### config.mk
export PLATFORM = sky130hd
export DESIGN_NAME = mavg_peak_detect
export DESIGN_NICKNAME = d
export VERILOG_FILES = /design/src/rtl/mavg_peak_types.sv /design/src/rtl/mavg_peak_hold.sv /design/src/rtl/mavg_peak_detect.sv
export SDC_FILE = /design/constraint.sdc
export NUM_CORES = 1
export LEC_CHECK = 0
export BUFFER_PORTS_ARGS = -buffer_cell sky130_fd_sc_hd__buf_4
export CORE_MARGIN = 1.5
export CORE_UTILIZATION = 35
export DETAILED_ROUTE_END_ITERATION = 10
export PLACE_DENSITY = 0.64
export SLEW_MARGIN = 0
export SYNTH_ARGS = -nofsm -noshare
export SYNTH_HDL_FRONTEND = slang
export SYNTH_HIERARCHICAL = 1
export SYNTH_SLANG_ARGS = --single-unit
### constraint.sdc
create_clock -name system1000 -period 4.8 [get_ports system1000]
set_clock_uncertainty 0.05 [all_clocks]
set_input_delay 0.48 -clock system1000 [delete_from_list [all_inputs] [get_ports system1000]]
set_output_delay 0.48 -clock system1000 [all_outputs]
set_load 0.03 [all_outputs]
### src/rtl/mavg_peak_types.sv
// Shared types for the moving-sum peak detector: FSM states, event record
// and the widened compare helper.
package mavg_peak_types;

  typedef enum logic [1:0] {
    ST_INIT = 2'd0,
    ST_RISE = 2'd1,
    ST_FALL = 2'd2
  } state_t;

  localparam int CMP_W    = 10;
  localparam int TS_W_DEF = 16;

  typedef struct packed {
    logic signed [7:0]     val;
    logic [TS_W_DEF-1:0]   ts;
  } peak_evt_t;

  // Widen a sample so threshold arithmetic cannot wrap at +/-128.
  function automatic logic signed [CMP_W-1:0] sext(input logic signed [7:0] x);
    return {{(CMP_W-8){x[7]}}, x};
  endfunction

endpackage

### src/rtl/mavg_peak_hold.sv
// One-entry valid/ready hold buffer; a new event is dropped (and flagged)
// only when the held one is not leaving in the same cycle.
module mavg_peak_hold #(
  parameter int W = 24
) (
  input  logic         system1000,
  input  logic         system1000_rstn,
  input  logic         evt_vld_i,
  input  logic [W-1:0] evt_data_i,
  input  logic         rdy_i,
  output logic         vld_o,
  output logic [W-1:0] data_o,
  output logic         overflow_o
);

  logic         vld_q, vld_d;
  logic [W-1:0] data_q, data_d;
  logic         ovf_q, ovf_d;
  logic         consume;

  assign consume = vld_q && rdy_i;

  always_comb begin
    vld_d  = vld_q;
    data_d = data_q;
    ovf_d  = ovf_q;
    if (evt_vld_i) begin
      if (!vld_q || consume) begin
        vld_d  = 1'b1;
        data_d = evt_data_i;
      end else begin
        ovf_d = 1'b1;
      end
    end else if (consume) begin
      vld_d = 1'b0;
    end
  end

  always_ff @(posedge system1000 or negedge system1000_rstn) begin
    if (!system1000_rstn) begin
      vld_q  <= 1'b0;
      data_q <= '0;
      ovf_q  <= 1'b0;
    end else begin
      vld_q  <= vld_d;
      data_q <= data_d;
      ovf_q  <= ovf_d;
    end
  end

  assign vld_o      = vld_q;
  assign data_o     = data_q;
  assign overflow_o = ovf_q;

endmodule

### src/rtl/mavg_peak_detect.sv
// Hysteresis peak detector on the filtered sample stream; confirmed peaks
// leave as (value, timestamp) events through a one-entry hold buffer.
module mavg_peak_detect
  import mavg_peak_types::*;
#(
  parameter int HYST = 8,
  parameter int TS_W = 16
) (
  input  logic                system1000,
  input  logic                system1000_rstn,
  input  logic signed [7:0]   sample_i,
  input  logic                sample_vld_i,
  output logic                peak_vld_o,
  input  logic                peak_rdy_i,
  output logic signed [7:0]   peak_val_o,
  output logic [TS_W-1:0]     peak_ts_o,
  output logic                overflow_o,
  output logic [1:0]          state_o
);

  localparam int EVT_W = 8 + TS_W;
  localparam logic signed [CMP_W-1:0] HYST_C = CMP_W'(HYST);

  state_t                   state_q;
  logic [TS_W-1:0]          ts_q;
  logic [TS_W-1:0]          max_ts_q;
  logic signed [7:0]        max_q;
  logic signed [7:0]        min_q;

  logic signed [CMP_W-1:0]  samp_x, max_x, min_x;
  logic                     new_max, fall_hit, new_min, rise_hit;
  logic                     evt_fire;
  logic [EVT_W-1:0]         evt_data;
  logic [EVT_W-1:0]         hold_data;

  assign samp_x   = sext(sample_i);
  assign max_x    = sext(max_q);
  assign min_x    = sext(min_q);
  assign new_max  = samp_x > max_x;
  assign fall_hit = samp_x <= (max_x - HYST_C);
  assign new_min  = samp_x < min_x;
  assign rise_hit = samp_x >= (min_x + HYST_C);

  // A non-strict rise keeps the earlier max_ts, so ties never refresh it.
  assign evt_fire = sample_vld_i && (state_q == ST_RISE) && !new_max && fall_hit;
  assign evt_data = {max_q, max_ts_q};

  always_ff @(posedge system1000 or negedge system1000_rstn) begin
    if (!system1000_rstn) begin
      state_q  <= ST_INIT;
      ts_q     <= '0;
      max_ts_q <= '0;
      max_q    <= '0;
      min_q    <= '0;
    end else if (sample_vld_i) begin
      ts_q <= ts_q + 1'b1;
      case (state_q)
        ST_INIT: begin
          max_q    <= sample_i;
          min_q    <= sample_i;
          max_ts_q <= ts_q;
          state_q  <= ST_RISE;
        end
        ST_RISE: begin
          if (new_max) begin
            max_q    <= sample_i;
            max_ts_q <= ts_q;
          end else if (fall_hit) begin
            min_q   <= sample_i;
            state_q <= ST_FALL;
          end
        end
        ST_FALL: begin
          if (new_min) begin
            min_q <= sample_i;
          end else if (rise_hit) begin
            max_q    <= sample_i;
            max_ts_q <= ts_q;
            state_q  <= ST_RISE;
          end
        end
        default: state_q <= ST_INIT;
      endcase
    end
  end

  mavg_peak_hold #(.W(EVT_W)) u_hold (
    .system1000      (system1000),
    .system1000_rstn (system1000_rstn),
    .evt_vld_i       (evt_fire),
    .evt_data_i      (evt_data),
    .rdy_i           (peak_rdy_i),
    .vld_o           (peak_vld_o),
    .data_o          (hold_data),
    .overflow_o      (overflow_o)
  );

  assign peak_val_o = hold_data[EVT_W-1 -: 8];
  assign peak_ts_o  = hold_data[TS_W-1:0];
  assign state_o    = state_q;

endmodule

==> results of run 1 <==
## placed cells by master, fill, tap and decap left out, types with 3 or more instances in the layout
master     synthesis  layout
and3_1             4       4
bufinv_16          0       3
inv_1             27      27
xnor2_1           19      19
nor2_1             9       9
dfrtp_1           76      76
clkbuf_16          0       9
a21o_1             3       3
nand2_1           14      14
mux2_4            40      40
a21oi_1            7       7
nand4_1            7       7
mux2_2            17      17
o211ai_1           3       3
nand3_1           11      11
buf_4              0      40
o21ai_0            5       5
ha_1              31      31
## state kept, by name (all words and copies together), names as in the netlist
name,count
u_hold/data_o,24
max_q,8
ts_q,16
u_hold/vld_o,1
u_hold/overflow_o,1
state_o,2
max_ts_q,16
min_q,8
## per-stage QoR
stage,utilization,setup WS [ps],instances
after floorplan,-,1780,309
after global placement,0.392,1520,487
after detailed placement,0.392,1360,487
after CTS,0.422,1350,502
after global routing,0.422,1100,502
final,0.422,1340,502
## cell type report
type	count	share of cell area
Timing Repair Buffer	40	0.0629
Clock buffer	9	0.0472
Sequential cell	76	0.399
Clock inverter	6	0.0236
Inverter	27	0.0212
Tap cell	143	0.0375
Multi-Input combinational cell	201	0.409
## path summary, 6_finish.rpt
path	to	slack, ps	cells after the start	startpoint
worst max-delay path	u_hold/data_o[14]$_DFFE_PN0P_	1340	13	max_q[3]$_DFFE_PN0P_
worst min-delay path	u_hold/data_o[10]$_DFFE_PN0P_	240	1	system1000_rstn
worst max register to register	u_hold/data_o[14]$_DFFE_PN0P_	1340	13	max_q[3]$_DFFE_PN0P_
worst min register to register	ts_q[15]$_DFFE_PN0P_	430	1	ts_q[15]$_DFFE_PN0P_
max in group asynchronous	min_q[0]$_DFFE_PN0P_	3860	1	system1000_rstn
min in group system1000	ts_q[0]$_DFFE_PN0P_	360	2	sample_vld_i
## metal layers
metal	up-vias	global-route usage	wire (microns)
met2	33	0.205	3370
met4	0	0.0590	129
met3	10	0.0247	211
li1	1188	-	-
met5	-	0	0
met1	1166	0.167	3450
## power groups by stage
stage | registers (mW) | logic (mW) | clock network (mW)
2_1_floorplan | 1.13 | 1.04 | 0
3_3_place_gp | 1.03 | 1.39 | 0
3_5_place_dp | 1.03 | 1.43 | 0
4_1_cts | 1.03 | 1.44 | 0.786
5_1_grt | 1.06 | 1.58 | 0.809
6_report | 1.03 | 1.42 | 0.770
## logic make-up (layout without fill, tap and decap cells)
group / Yosys count / after routing / share of synthesized area
muxes: 57 / 57 / 0.196
DFF: 76 / 76 / 0.471
AOI/OAI and AO/OA: 31 / 31 / 0.0623
buffers and inverters: 32 / 82 / 0.0458
xor gates and xnor gates: 21 / 21 / 0.0455
and+or+nand+nor: 61 / 61 / 0.0833
adders and majority gates: 31 / 31 / 0.0960
==> impl_results.md, run 1 <==
- Run status: finished, final reports clean
- Max Cap Violations: 0
- CP Data Required Time: slightly below 5000 ps
- PD cells: 674 nW/um^2
- DIE WIDTH: around 110 microns
- Largest area contributor in the netlist: dfrtp_1
- Post-synth EDFFs: 0
- Post-synth top cells: dfrtp_1 (76), mux2_4 (40), ha_1 (31)
- Nature of the critical path endpoint: register
- Final setup vio count: 0
- TritonCTS clock tree: done
- Initial DRC Count: 76
- Post-route DRC: 0
- P&R area growth vs syn: 18.2%
- CP bufs+invs: 1
- Post-Syn Instances: 309
- Antenna violations before repair: 0
- Clock Power Share: 0.239
- Die height: 110 microns
- Hold Buf Count CTS: 0
- CTS Root Buffer Type: clkbuf_16
- Int Pwr: 2.08 mW
- Share of cells above drive strength 1: 0.343
- Antenna diodes: 0
- Synth Warn #: 6
- FMAX: slightly below 300 MHz
- Final Cycle Share: 0.721
- GRT Resource Usage Total: 0.128
- GP Congestion: 0.807
- Setup TNS: 0 ps
- Post-CTS Setup Bufs: 0
- Area contributors post-synth: dfrtp_1 (47%), mux2_4 (15%), ha_1 (9.6%), mux2_2 (4.7%), xnor2_1 (4.1%)
- Worst path max stage delay: 420 ps
- First-pass GRT wire length: between 10000 and 15000 microns
- CP max-delay cell: dfrtp_1
- Slew margin rel.: 0.376
- P_leak: 2.39 nW
- Multi-input gate area: ~2000 sq um
- Final instance area: about 4800 sq um
- Worst VDD drop: 0.000267 V
- Top FF cell, synth: dfrtp_1
- Seq/Total Area, Yosys: 0.471
- Total Power: approximately 3.2 mW
- Final hold violation count: 0
- Worst-skew pair later-pin latency: 330 ps
- Placed cell areas: 4430 sq um
- Largest net degree at the start of global routing: 77
- First-pass detailed-route iteration total: 4
- Final antenna-violating net count: 0
- Critical path class: reg -> reg
- WHS: 244 ps
- Seq cells post-synth: 76
- Area of the core: 11300 sq um
- Crit Path Max Fanout: 24
- Fin. max-slew vios: 0
- WL per Instance: between 10 and 15 microns
- CTS Sinks: 76
- Fillcell total: 1064
- CP delay by family, top: simple AND/OR/NAND/NOR gates
- TritonCTS buffer count: 9
- Dpl hpwl: slightly above 5000 microns
- Sequential Power Share: 0.319
- Min-Delay Path Class: in -> async
- Post-synthesis cell type count: 43
- Leading cell type by number of instances after synthesis: dfrtp_1
- Starting density of the core: 0.357
- Switching Fraction: 0.354
- Ys async rst share: 1.00
- Vias in the first global route: 2558
- Routed via count: 2397
- Bufs on Longest Clock Path: 2
- Measured slew at the worst slew-check pin: 937 ps
- Worst-path clk slew: 60 ps
- Aggregate global routing overflow: 0
- # resized after CTS: 0
- Buffers on Ports: 39
- FF/Latch Area: 1900 sq um
- Post-layout min period: 3460 ps
- Comb pwr share: 0.442
- Drt total wl: 7150 microns
- H-tree Lvls: 3
- Syn Area/Cell: 13.1 sq um
- Post-synth net total: approximately 350
- Post-layout nets: around 400
- Synthesized area: 4040 sq um
- Row Count: 39
- # IOs: 40
- Critical Path, Cell by Cell: inv_1 -> ha_1 -> and3_1 -> xnor2_1 -> ha_1 -> nand3_1 -> nor3_1 -> a221o_1 -> o221ai_1 -> and3_1 -> and2_1 -> nand2_4 -> mux2_2
- Unrepaired setup endpoints after global routing: false
- CP Data Arrival Time: 3630 ps
- Die area: between 10000 and 15000 sq um
- Vias per cell: 4.77
- Net Switching: 1.14 mW
- Top cell type's share of synthesized area: 0.471
- Startpoint types: register
Note: power is estimated with default switching activity, not from simulation.
==> inputs of run 2 (changes only) <==
Clock period 4.8 ns to 3.44 ns, I/O delays scaled along.
==> run 2 against run 1 <==
  * Die area did not move
  * First-iteration DRC count up 63%
  * Flip-flop and latch count stayed put
  * Via count up 3.3%
  * Combinational power rose by 45%
  * Global-route usage down 0.33 points
  * Power rose by 39%
  * Cell area is 0.55% higher
  * Critical path type unchanged
  * Largest cell class unchanged
  * Highest routed layer unchanged
==> impl_results.md, run 2 (same netlist as run 1, synthesis figures left out) <==
- Run status: finished, final reports clean
- Slew margin rel.: 0.381 (+0.00544)
- Reg2reg path depth: 13 (unchanged)
- Setup TNS: 0 ps (unchanged)
- Unrepaired setup endpoints after global routing: false
- Buffers on Ports: 39 (unchanged)
- Nature of the critical path endpoint: register
- P_leak: 2.40 nW (about the same)
- Total Power: 4.48 mW (+39%)
- Initial DRC Count: 124 (+63%)
- # IOs: 40 (unchanged)
- TritonCTS clock tree: done
- Crit Path Max Fanout: 12 (-50%)
- Area of the core: 11300 sq um (unchanged)
- Worst-path clk slew: 60 ps (about the same)
- Aggregate global routing overflow: 0 (unchanged)
- Share of cells above drive strength 1: 0.352 (+0.00918)
- H-tree Lvls: 3 (unchanged)
- CTS Root Buffer Type: clkbuf_16
- Post-layout min period: 3220 ps (-239 ps)
- Die area: 12200 sq um (unchanged)
- Starting density of the core: 0.357 (unchanged)
- Worst reg2reg path endpoint: u_hold/data_o[13]$_DFFE_PN0P_
- Fillcell total: 1042 (-2.1%)
- Drt total wl: 7240 microns (+1.1%)
- Worst reg2reg path startpoint: max_q[4]$_DFFE_PN0P_
- Vias per cell: 4.91 (+2.9%)
- FMAX: 311 MHz (+7.4%)
- Worst-skew pair later-pin latency: 330 ps (about the same)
- Critical path class: reg -> reg
- R2r setup slk: 220 ps (-1120 ps)
- Final hold violation count: 0 (unchanged)
- Post-layout nets: 400 (+0.50%)
- Final antenna-violating net count: 0 (unchanged)
- Fin. max-slew vios: 0 (unchanged)
- WHS: 99.0 ps (-145 ps)
- Bufs on Longest Clock Path: 2 (unchanged)
- Antenna diodes: 0 (unchanged)
- Dpl hpwl: 5070 microns (+0.50%)
- Post-route DRC: 0 (unchanged)
- PD cells: 933 nW/um^2 (+38%)
- First-pass GRT wire length: 12400 microns (-2.6%)
- CTS Sinks: 76 (unchanged)
- Die height: 110 microns (unchanged)
- Routed via count: 2476 (+3.3%)
- Critical Path End: u_hold/data_o[13]$_DFFE_PN0P_
- P&R area growth vs syn: 18.8%
- Startpoint types: register
- Worst VDD drop: 0.000369 V (+38%)
- First-pass detailed-route iteration total: 4 (unchanged)
- TritonCTS buffer count: 9 (unchanged)
- Min-Delay Path Class: in -> async
- Measured slew at the worst slew-check pin: 928 ps (-8.15 ps)
- Vias in the first global route: 2517 (-1.6%)
- Commonest non-fill, non-tap cell in the layout: dfrtp_1
- Max reg flops: 24 (unchanged)
- Post-CTS Setup Bufs: 0 (unchanged)
- WL per Instance: 14.4 microns (+0.73%)
- GP Congestion: 0.776 (-3.9%)
- DIE WIDTH: 110 microns (unchanged)
- CP Data Required Time: 3610 ps (-1360 ps)
- GRT Resource Usage Total: 0.125 (-0.00325)
- Critical path origin: max_q[4]$_DFFE_PN0P_
- Largest net degree at the start of global routing: 77 (unchanged)
- Antenna violations before repair: 0 (unchanged)
- Final setup vio count: 0 (unchanged)
- Final Cycle Share: 0.936 (+0.215)
- Row Count: 39 (unchanged)
- CP Data Arrival Time: 3390 ps (-240 ps)
- Commonest cells after routing, fill and taps aside: dfrtp_1 (76), mux2_4 (40), buf_4 (40)
- Max Cap Violations: 0 (unchanged)
## run 2: changes by cell type in the layout (fill, tap and decap cells not counted), sizes merged
cell      previous run  this run
buf                 40        41
bufinv               3         2
clkinv               2         3
clkinvlp             0         1
inv                 28        27
nand2               15        16
## run 2: metal layers
metal	up-vias	track usage	wire (microns)
li1	1187	-	-
met1	1239	0.161	3520
met2	38	0.202	3370
met3	12	0.0231	197
met4	0	0.0598	144
met5	-	0	0
## run 2: through the flow
| step | setup WS (ps) | instances | util | area, sq um |
|---|---|---|---|---|
| finish | 220 | 504 | 0.424 | 4800 |
| global route | 21.9 | 504 | 0.424 | 4800 |
| global placement | 177 | 488 | 0.393 | 4450 |
| detailed placement | 17.3 | 488 | 0.393 | 4450 |
| floorplan | 422 | 309 | - | 4040 |
| CTS | 73.3 | 503 | 0.422 | 4780 |
## run 2: worst min path at each step
stage | from | end
detailed placement | ts_q[15]$_DFFE_PN0P_ | ts_q[15]$_DFFE_PN0P_
CTS | system1000_rstn | u_hold/data_o[10]$_DFFE_PN0P_
global route | system1000_rstn | u_hold/data_o[10]$_DFFE_PN0P_
finish | system1000_rstn | u_hold/data_o[10]$_DFFE_PN0P_
global placement | ts_q[15]$_DFFE_PN0P_ | ts_q[15]$_DFFE_PN0P_
floorplan | system1000_rstn | max_q[0]$_DFFE_PN0P_
## run 2: critical path, cell delays in order, from the launching register on
cell	delay [ps]
dfrtp_1	400
inv_1	90
ha_1	210
and3_1	190
xnor2_1	170
ha_1	270
nand3_1	120
nor3_1	80
a221o_1	330
o221ai_2	220
and3_1	230
and2_4	220
nand2_4	180
mux2_4	340
## run 2: layout make-up
cell class | count | area [sq um] | share of cell area
multi-input combinational | 202 | 1980 | 0.413
sequential | 76 | 1900 | 0.396
timing repair buffer | 41 | 320 | 0.0668
clock buffer | 9 | 225 | 0.0469
tap | 143 | 179 | 0.0373
inverter | 27 | 101 | 0.0211
clock inverter | 6 | 90.1 | 0.0188
## run 2: report_power, final
part           switching (mW)  internal [mW]  total [mW]
combinational            1.01           1.05        2.06
clock                   0.358          0.631       0.990
sequential              0.250           1.18        1.43
total                    1.62           2.86        4.48
## run 2: repair_timing
item                                    4_1_cts  5_1_grt
cloned                                        0        1
endpoints found under the hold margin         0        0
hold buffers                                  0        0
resized for setup                             1        3
pin swaps                                     0        1
endpoints found under the setup margin        1       32
==> inputs of run 3 (changes only) <==
Settings changed: GPL_TIMING_DRIVEN from default to 0, PLACE_DENSITY 0.64 to default.
==> run 3 against run 2 <==
  * Die area unchanged
  * First-iteration DRC count is 35% lower
  * Worst hold slack gained 1.7 ps
  * Global-route usage increased by 0.14 points
  * Critical endpoint is now u_hold/data_o[22]$_DFFE_PN0P_
  * Setup slack got worse by 16 ps
  * Clock power fell by 2.4%
  * Fmax fell by 0.51%
  * Highest routed layer unchanged
  * Sequential share of layout area decreased by 0.51 points
  * Wire length decreased by 0.23%
  * Utilization rose by 0.59 points
==> impl_results.md, run 3 (same netlist as run 1, synthesis figures left out) <==
- Run status: finished, final reports clean
- PD cells: 935 nW/um^2 (+0.19%)
- Post-layout nets: 405 (+1.3%)
- Unrepaired setup endpoints after global routing: false
- Final Cycle Share: 0.941 (+0.00478)
- Int Pwr: 2.89 mW (+0.82%)
- CTS Sinks: 76 (unchanged)
- Share of cells above drive strength 1: 0.362 (+0.0106)
- # IOs: 40 (unchanged)
- Critical path class: reg -> reg
- Drt total wl: 7220 microns (-0.23%)
- Fillcell total: 1083 (+3.9%)
- Routed via count: 2439 (-1.5%)
- Initial DRC Count: 80 (-35%)
- Critical Path End: u_hold/data_o[22]$_DFFE_PN0P_
- Min-Delay Path Class: in -> async
- Comb pwr share: 0.476 (+0.017)
- Slew margin rel.: 0.358 (-0.0234)
- Post-route DRC: 0 (unchanged)
- Critical path origin: max_q[4]$_DFFE_PN0P_
- Worst path max stage delay: 400 ps (about the same)
- Clock Power Share: 0.212 (-0.009)
- Buffers on Ports: 38 (-2.6%)
- Worst-path clk slew: 70 ps (about the same)
- Bufs on Longest Clock Path: 2 (unchanged)
- CP max-delay cell: dfrtp_1
- First-pass GRT wire length: 12500 microns (+1.5%)
- Sequential Power Share: 0.312 (-0.008)
- Worst-skew pair later-pin latency: 330 ps (about the same)
- Commonest non-fill, non-tap cell in the layout: dfrtp_1
- GRT Resource Usage Total: 0.126 (+0.00138)
- Antenna violations before repair: 0 (unchanged)
- Max Cap Violations: 0 (unchanged)
- CP Data Required Time: 3600 ps (about the same)
- Reg2reg path depth: 14 (+1)
- Largest net degree at the start of global routing: 77 (unchanged)
- Area of the core: 11300 sq um (unchanged)
- Crit Path Max Fanout: 10 (-2)
- Placed cell areas: 4500 sq um (+1.1%)
- Net Switching: 1.66 mW (+2.9%)
- P_leak: 2.43 nW (+1.6%)
- CP Data Arrival Time: 3400 ps (about the same)
- Worst reg2reg path startpoint: max_q[4]$_DFFE_PN0P_
- CP bufs+invs: 2 (+1)
- FMAX: 309 MHz (-0.51%)
- P&R area growth vs syn: 20.4%
- Aggregate global routing overflow: 0 (unchanged)
- Row Count: 39 (unchanged)
- Post-layout min period: 3240 ps (+16.4 ps)
- TritonCTS clock tree: done
- Critical Path, Cell by Cell: inv_1 -> ha_1 -> and3_1 -> xnor2_1 -> ha_1 -> nand3_1 -> nor3_2 -> a221o_1 -> o221ai_4 -> and3_1 -> and2_1 -> nand2_4 -> buf_12 -> mux2_4
- Nature of the critical path endpoint: register
- H-tree Lvls: 3 (unchanged)
- CP delay by family, top: simple AND/OR/NAND/NOR gates
- Vias in the first global route: 2576 (+2.3%)
- CTS Root Buffer Type: clkbuf_16
- Worst reg2reg path endpoint: u_hold/data_o[22]$_DFFE_PN0P_
- Worst VDD drop: 0.000398 V (+7.8%)
- Die area: 12200 sq um (unchanged)
- R2r setup slk: 200 ps (-20 ps)
- Final antenna-violating net count: 0 (unchanged)
- TritonCTS buffer count: 9 (unchanged)
- Measured slew at the worst slew-check pin: 964 ps (+35.0 ps)
- GP Congestion: 0.784 (+1.0%)
- Vias per cell: 4.78 (-2.7%)
- Dpl hpwl: 5160 microns (+1.8%)
- Die height: 110 microns (unchanged)
- Final instance area: 4860 sq um (+1.4%)
- Commonest cells after routing, fill and taps aside: dfrtp_1 (75), buf_4 (42), mux2_4 (40)
- Final hold violation count: 0 (unchanged)
- WL per Instance: 14.2 microns (-1.4%)
- Startpoint types: register
- Fin. max-slew vios: 0 (unchanged)
- Antenna diodes: 0 (unchanged)
- DIE WIDTH: 110 microns (unchanged)
- Switching Fraction: 0.366 (+0.00475)
- Hold Buf Count CTS: 0 (unchanged)
- Stages on worst setup path: 14 (+1)
- First-pass detailed-route iteration total: 4 (unchanged)
- Max reg flops: 24 (unchanged)
- Setup TNS: 0 ps (unchanged)
- Final setup vio count: 0 (unchanged)
- Starting density of the core: 0.357 (unchanged)
[run 3: changes by cell type in the layout (fill, tap and decap cells not counted), sizes merged]
| cell | before | now |
|---|---|---|
| buf | 41 | 46 |
| inv | 27 | 31 |
| nand2 | 16 | 15 |
| bufinv | 2 | 1 |
| clkinv | 3 | 1 |
| clkbuf | 9 | 10 |
[run 3: area by class of cell]
class                   count  area (sq um)  area share
clock inverters             7          82.6      0.0170
clock buffers               9           225      0.0463
multi-input cells         201          1970       0.406
inverters                  27           101      0.0208
repair buffers             42           315      0.0648
plain buffers               5          83.8      0.0172
well taps                 143           179      0.0368
flip-flops and latches     76          1900       0.391
[run 3: worst min path at each step]
stage	slack, ps	depth (start not counted)	to	startpoint
floorplan	-2	0	max_q[0]$_DFFE_PN0P_	system1000_rstn
global placement	420	1	u_hold/overflow_o$_DFFE_PN0P_	u_hold/overflow_o$_DFFE_PN0P_
detailed placement	420	1	u_hold/overflow_o$_DFFE_PN0P_	u_hold/overflow_o$_DFFE_PN0P_
CTS	150	1	u_hold/data_o[13]$_DFFE_PN0P_	system1000_rstn
global route	180	1	u_hold/data_o[10]$_DFFE_PN0P_	system1000_rstn
finish	100	1	u_hold/data_o[9]$_DFFE_PN0P_	system1000_rstn
[run 3: per-stage QoR]
stage,setup WS (ps),hold WS [ps],total power [mW],instances,util
floorplan,422,-1.59,3.02,309,-
global route,1.33,184,4.88,510,0.430
finish,204,101,4.55,510,0.430
CTS,73.5,152,4.54,506,0.426
global placement,42.4,416,3.49,490,0.398
detailed placement,-7.42,424,3.54,490,0.398
[run 3: routing by layer]
layer | part of all wire | vias up | GRT usage | routed length (microns)
met4 | 0.013 | 0 | 0.0436 | 95
li1 | - | 1201 | - | -
met5 | 0 | - | 0 | 0
met1 | 0.50 | 1202 | 0.173 | 3620
met2 | 0.46 | 28 | 0.197 | 3300
met3 | 0.028 | 8 | 0.0274 | 200
[run 3: timing repair]
action | 4_1_cts | 5_1_grt
buffers inserted | 0 | 4
setup endpoints to repair | 20 | 28
resized for setup | 1 | 3
pin swaps | 0 | 0
[run 3: power groups by stage]
stage,combinational (mW),sequential (mW),clock [mW]
after floorplan,1.45,1.57,0
after global placement,2.05,1.43,0
after detailed placement,2.11,1.44,0
after CTS,2.13,1.43,0.989
after global routing,2.38,1.47,1.03
final,2.16,1.42,0.966
